### src/rtl/timetag_event_latch.sv
// timetag_event_latch: photon time-tagger back end.
// Extends the upstream 2-bit fine count with a coarse counter advanced by the
// fine stage's carry pulse. Synchronizes and rising-edge detects NCH photon
// channels, packs each hit into {coarse, fine, mask}, and buffers the tags in a
// first-word-fall-through FIFO read with a valid/ready handshake.
//
// Ports:
//   clk, rst_n   clock (rising edge), asynchronous active-low reset
//   enable       1 = tagging and coarse counting active
//   fine_count   fine count from the upstream counter stage
//   carry_in     one-cycle carry pulse from the upstream counter stage
//   ch_in        asynchronous photon pulses, active high
//   tag_data     head-of-FIFO word {coarse, fine, mask}
//   tag_valid    FIFO not empty
//   tag_ready    consumer accepts tag_data when tag_valid=1
//   overflow     sticky flag, a word was dropped
//   ovf_clr      one-cycle pulse that clears overflow
//   fill_level   current FIFO occupancy
module timetag_event_latch #(
  parameter int unsigned NCH   = 4,
  parameter int unsigned CW    = 30,
  parameter int unsigned DEPTH = 16
) (
  input  logic                      clk,
  input  logic                      rst_n,
  input  logic                      enable,
  input  logic [1:0]                fine_count,
  input  logic                      carry_in,
  input  logic [NCH-1:0]            ch_in,
  output logic [CW+2+NCH-1:0]       tag_data,
  output logic                      tag_valid,
  input  logic                      tag_ready,
  output logic                      overflow,
  input  logic                      ovf_clr,
  output logic [$clog2(DEPTH):0]    fill_level
);

  localparam int unsigned AW = $clog2(DEPTH);
  localparam int unsigned LW = AW + 1;
  localparam int unsigned TW = CW + 2 + NCH;

  logic [NCH-1:0] s1_q, s2_q, p_q;
  logic [CW-1:0]  coarse_q, coarse_d;
  logic           marker_q, marker_d;
  logic           ovf_q, ovf_d;
  logic [TW-1:0]  mem_q [DEPTH];
  logic [AW-1:0]  wr_ptr_q, wr_ptr_d;
  logic [AW-1:0]  rd_ptr_q, rd_ptr_d;
  logic [LW-1:0]  cnt_q, cnt_d;
  logic [TW-1:0]  head_q, head_d;
  logic           valid_q, valid_d;

  logic [NCH-1:0] hit_c;
  logic           hit_wr_c, mk_wr_c, wr_req_c, wr_acc_c, drop_c;
  logic           pop_c, full_c, rollover_c;
  logic [TW-1:0]  wr_word_c;

  // Write selection, FIFO bookkeeping and flag next-state.
  always_comb begin
    hit_c      = s2_q & ~p_q;
    hit_wr_c   = enable & (|hit_c);
    mk_wr_c    = ~hit_wr_c & marker_q;
    wr_req_c   = hit_wr_c | mk_wr_c;
    wr_word_c  = '0;
    if (hit_wr_c) begin
      wr_word_c = {coarse_q, fine_count, hit_c};
    end

    // Full is judged on the occupancy at the start of the cycle, so a
    // same-cycle pop does not make room for the incoming word.
    full_c     = (cnt_q == LW'(DEPTH));
    pop_c      = valid_q & tag_ready;
    wr_acc_c   = wr_req_c & ~full_c;
    drop_c     = wr_req_c & full_c;

    rollover_c = enable & carry_in & (&coarse_q);
    coarse_d   = coarse_q + CW'(enable & carry_in);

    // A rollover in the cycle the marker is written re-arms it.
    marker_d = marker_q;
    if (mk_wr_c) begin
      marker_d = 1'b0;
    end
    if (rollover_c) begin
      marker_d = 1'b1;
    end

    ovf_d = ovf_q;
    if (ovf_clr) begin
      ovf_d = 1'b0;
    end
    if (drop_c) begin
      ovf_d = 1'b1;
    end

    cnt_d    = cnt_q + LW'(wr_acc_c) - LW'(pop_c);
    rd_ptr_d = rd_ptr_q + AW'(pop_c);
    wr_ptr_d = wr_ptr_q + AW'(wr_acc_c);
    valid_d  = (cnt_d != '0);

    // Registered head: bypass the incoming word when it lands at the new head.
    head_d = '0;
    if (valid_d) begin
      if (wr_acc_c && (wr_ptr_q == rd_ptr_d)) begin
        head_d = wr_word_c;
      end else begin
        head_d = mem_q[rd_ptr_d];
      end
    end
  end

  // Synchronizers, coarse counter, flags and FIFO control state.
  always_ff @(posedge clk or negedge rst_n) begin
    if (!rst_n) begin
      s1_q     <= '0;
      s2_q     <= '0;
      p_q      <= '0;
      coarse_q <= '0;
      marker_q <= 1'b0;
      ovf_q    <= 1'b0;
      wr_ptr_q <= '0;
      rd_ptr_q <= '0;
      cnt_q    <= '0;
      head_q   <= '0;
      valid_q  <= 1'b0;
    end else begin
      s1_q     <= ch_in;
      s2_q     <= s1_q;
      p_q      <= s2_q;
      coarse_q <= coarse_d;
      marker_q <= marker_d;
      ovf_q    <= ovf_d;
      wr_ptr_q <= wr_ptr_d;
      rd_ptr_q <= rd_ptr_d;
      cnt_q    <= cnt_d;
      head_q   <= head_d;
      valid_q  <= valid_d;
    end
  end

  // FIFO storage; contents are don't-care until written.
  always_ff @(posedge clk) begin
    if (wr_acc_c) begin
      mem_q[wr_ptr_q] <= wr_word_c;
    end
  end

  assign tag_data   = head_q;
  assign tag_valid  = valid_q;
  assign overflow   = ovf_q;
  assign fill_level = cnt_q;

endmodule
### config.mk
export PLATFORM = sky130hd
export DESIGN_NAME = timetag_event_latch
export DESIGN_NICKNAME = d
export VERILOG_FILES = /design/src/rtl/timetag_event_latch.sv
export SDC_FILE = /design/constraint.sdc
export NUM_CORES = 1
export LEC_CHECK = 0
export CAP_MARGIN = 5
export CORE_MARGIN = 10
export CORE_UTILIZATION = 66
export DETAILED_ROUTE_END_ITERATION = 8
export HOLD_SLACK_MARGIN = 0.02
export PLACE_DENSITY = 0.93
export SYNTH_ARGS = -nofsm -noshare
export SYNTH_HDL_FRONTEND = slang
export SYNTH_SLANG_ARGS = --single-unit
### constraint.sdc
create_clock -name clk -period 13.2 [get_ports clk]
set_input_delay 1.98 -clock clk [delete_from_list [all_inputs] [get_ports clk]]
set_output_delay 1.98 -clock clk [all_outputs]
set_load 0.01 [all_outputs]
==> summary.md <==
| Metric | Value |
|---|---|
| Final hold violation count | `0` |
| IO buf count | `54` |
| Post-synth EDFFs | `576` |
| Core area | `39550 sq um` |
| Seq cells post-synth | `670` |
| Global-route wire length before repair | `between 90000 and 100000 microns` |
| Cts bufs inserted | `61` |
| Most used DFF post-synth | `edfxtp_1` |
| Clk pwr share | `0.256` |
| CP most frequent cell | `mux2i_1` |
| Clk sinks | `670` |
| CTS Root Cell | `clkbuf_16` |
| Layout net count | `1368` |
| Max Freq | `around 160 MHz` |
| H-tree depth | `2` |
| Reg2reg start | `tag_valid` |
| Share of cells above drive strength 1 | `0.2070` |
| Max Slew Vio Count | `0` |
| Post-synthesis cell area | `26280 sq um` |
| WHS Path Cells | `0` |
| Buf+Inv Stages, Crit Path | `3` |
| Slowest Stage Delay on Critical Path | `slightly above 0.9 ns` |
| Sequential-to-total area share from yosys stat | `0.7476` |
| Worst-Margin Slew | `around 1.1 ns` |
| CTS tree | `done` |
| Worst hold endpoint | `s2_q[3]` |
| Core Rows | `73` |
| Hold Crit Class | `reg2reg` |
| Initial antenna violation count | `0` |
| # hold bufs at CTS | `0` |
| Antenna Violating Nets Remaining | `0` |
| Initial DRC count | `roughly 2200` |
| Yosys warning total | `0` |
| R2r setup slk | `8.43 ns` |
| Sequential fraction of design power | `0.381` |
| Max VDD drop | `between 0.0002 and 0.00025 V` |
| Die Footprint | `48210 sq um` |
| IO Pins | `55` |
| Cells after synthesis | `1252` |
| Hpwl dp | `30280 microns` |
| Worst-skew pair later-pin latency | `roughly 0.64 ns` |
| Final WS setup | `~7.1 ns` |
| Final Cycle Share | `0.4630` |
| Pleak | `10.21 nW` |
| 1st-pass router iterations | `7` |
| Fin Clk Skew | `0.02071 ns` |
| CP max stage cell | `buf_4` |
| Avg Inst Size Synth | `between 20 and 25 sq um` |
| CP Capture Type | `register` |
| Total power | `6.984 mW` |
| Crit Path Category | `in2reg` |
| CTS max path bufs | `3` |
| Minimum clock period after layout | `6.112 ns` |
| Comb power frac | `0.364` |
| Drt total wl | `62180 microns` |
| Worst Path Required | `around 14 ns` |
| Fill cells | `1933` |
| Status | `complete, no violations` |
| Die H | `219.6 microns` |
| Max_slew headroom | `0.2545` |
| Switch share | `0.3226` |
| Syn nets | `1277` |
| Pre-CTS worst setup slack | `6.412 ns` |
| Critical Path Fanout Max | `53` |
| Layout Utilization | `0.7448` |
| Area grow syn2layout | `12.07%` |
| Setup_tns | `0 ns` |
| # diodes | `0` |
| Final-report setup violation count | `0` |
| RSZ-0062 raised after global routing | `no` |
| CP delay by family, top | `buffers and inverters` |
| Post_cts resized | `0` |
| Residual DRC | `0` |
| CP cell instances | `clkdlybuf4s50_1, and2_1, ha_4, buf_4, buf_4, mux4_2, mux2i_1, mux2i_1, mux2i_1, nor2_1` |
| R2R Path End | `tag_data[23]` |
| Critical Path AT | `6.62 ns` |
| Int Power | `approximately 4.7 mW` |
| Chip width | `219.6 microns` |
| PD cells | `237.1 nW/um^2` |
| Vias in the first global route | `14180` |
| Via/cell ratio | `6.872` |
| Hold Startpoint | `s1_q[3]` |
| Largest net degree at the start of global routing | `just under 80` |
| Routed WL per cell | `around 32 microns` |
| Total gr overflow | `0` |
| GPL Wtd Cong | `0.7530` |
| Unique masters post-synth | `42` |
| Global Route Usage Sum | `0.2659` |
| Starting Density | `0.6646` |
| Async set-or-reset flop fraction in the synthesized netlist | `0.1403` |
| Vias | `13200` |
| Number of max-cap violations | `0` |
| R2R depth | `9` |
| CP Launch Type | `input pin` |
| Postcts setup bufs | `0` |
| Clock Pin Slew Worst Setup and Hold Paths | `0.06 ns` |
| Switching power | `2.253 mW` |
-- worst max path at each step --
stage               startpoint      endpoint  slack, ns  depth (start not counted)
floorplan               enable   mem_q[0][0]       7.49                          4
global placement     tag_ready  tag_data[20]       6.56                         10
detailed placement   tag_ready  tag_data[13]       6.41                         10
CTS                  tag_ready  tag_data[23]       6.93                         10
global route         tag_ready  tag_data[23]       6.62                         10
finish               tag_ready  tag_data[23]       7.09                         10
-- state kept, by name, indices dropped and copies added (netlist names), 5 cells and up --
name / count
tag_data: 36
mem_q: 576
fill_level: 5
coarse_q: 30
-- worst reg2reg max path, cell delays in order, from the launching register on --
cell and delay (ns):
dfrtp_1 0.38, and2_1 0.21, ha_4 0.82, buf_4 0.95, buf_4 0.95, mux4_2 0.65
mux2i_1 0.20, mux2i_1 0.15, mux2i_1 0.27, nor2_1 0.09
-- synthesized netlist by cell type (all sizes together) (2+ instances only) --
library cell	number	share of area
nand2b	3	0.00071
buf	41	0.013
or3	3	0.00071
nor3	10	0.0021
nor2b	4	0.0012
and2	42	0.010
nand4	8	0.0019
nand2	17	0.0024
xor2	16	0.0068
o21ai	3	0.00057
inv	13	0.0019
and3	3	0.00090
mux2i	144	0.055
mux4	144	0.12
dfrtp	94	0.089
nor2	58	0.0083
a21oi	2	0.00038
nand3b	2	0.00057
ha	12	0.0057
xnor2	21	0.0070
clkbuf	14	0.0020
edfxtp	576	0.66
nand3	12	0.0023
-- logic make-up (layout without fill, tap and decap cells) --
| family | count (synthesis) | count (layout) | share of synthesized area |
|---|---|---|---|
| adders and majority gates | 13 | 13 | 0.006474 |
| and+or+nand+nor | 165 | 165 | 0.03261 |
| xor gates and xnor gates | 39 | 39 | 0.01552 |
| buffers and inverters | 68 | 212 | 0.01714 |
| AOI/OAI and AO/OA | 9 | 9 | 0.002475 |
| DFF | 670 | 670 | 0.7476 |
| muxes | 288 | 288 | 0.1782 |
-- placed cells by master, fill, tap and decap left out, drive strengths merged, types with 14 or more instances in the layout --
master,count
mux2i,144
clkdlybuf4s50,53
dfrtp,94
clkbuf,91
xor2,16
xnor2,21
mux4,144
inv,14
nand2,17
and2,42
buf,30
edfxtp,576
nor2,58
clkinv,17
-- final cells by class --
cell class / instances / area (sq um) / area share
Clock buffer: 91 / 1719 / 0.05836
Clock inverter: 25 / 296.5 / 0.01007
Inverter: 13 / 48.80 / 0.001657
Multi-Input combinational cell: 514 / 6331 / 0.2149
Sequential cell: 670 / 19650 / 0.6670
Tap cell: 525 / 656.9 / 0.02230
Timing Repair Buffer: 83 / 755.7 / 0.02566
-- through the flow --
stage	hold WS, ns	area [sq um]	cells
2_1_floorplan	0.3312	26280	1252
3_3_place_gp	0.3338	27440	1805
3_5_place_dp	0.3347	27440	1805
4_1_cts	0.3482	29460	1921
5_1_grt	0.3548	29460	1921
6_report	0.3462	29460	1921
-- layer usage --
metal / track usage / wire length (microns)
met1: 0.3345 / 21010
met2: 0.4378 / 31600
met3: 0.05156 / 6612
met4: 0.1374 / 2956
met5: 0 / 0
-- power by group through the flow --
stage	Combinational, mW	Clock (mW)	Sequential (mW)
6_report	2.54	1.78	2.66
5_1_grt	2.69	1.88	2.67
4_1_cts	2.55	1.80	2.66
3_5_place_dp	2.47	0	2.69
3_3_place_gp	2.37	0	2.67
2_1_floorplan	1.84	0	2.69
No activity file was read; power rests on OpenSTA's default activity.
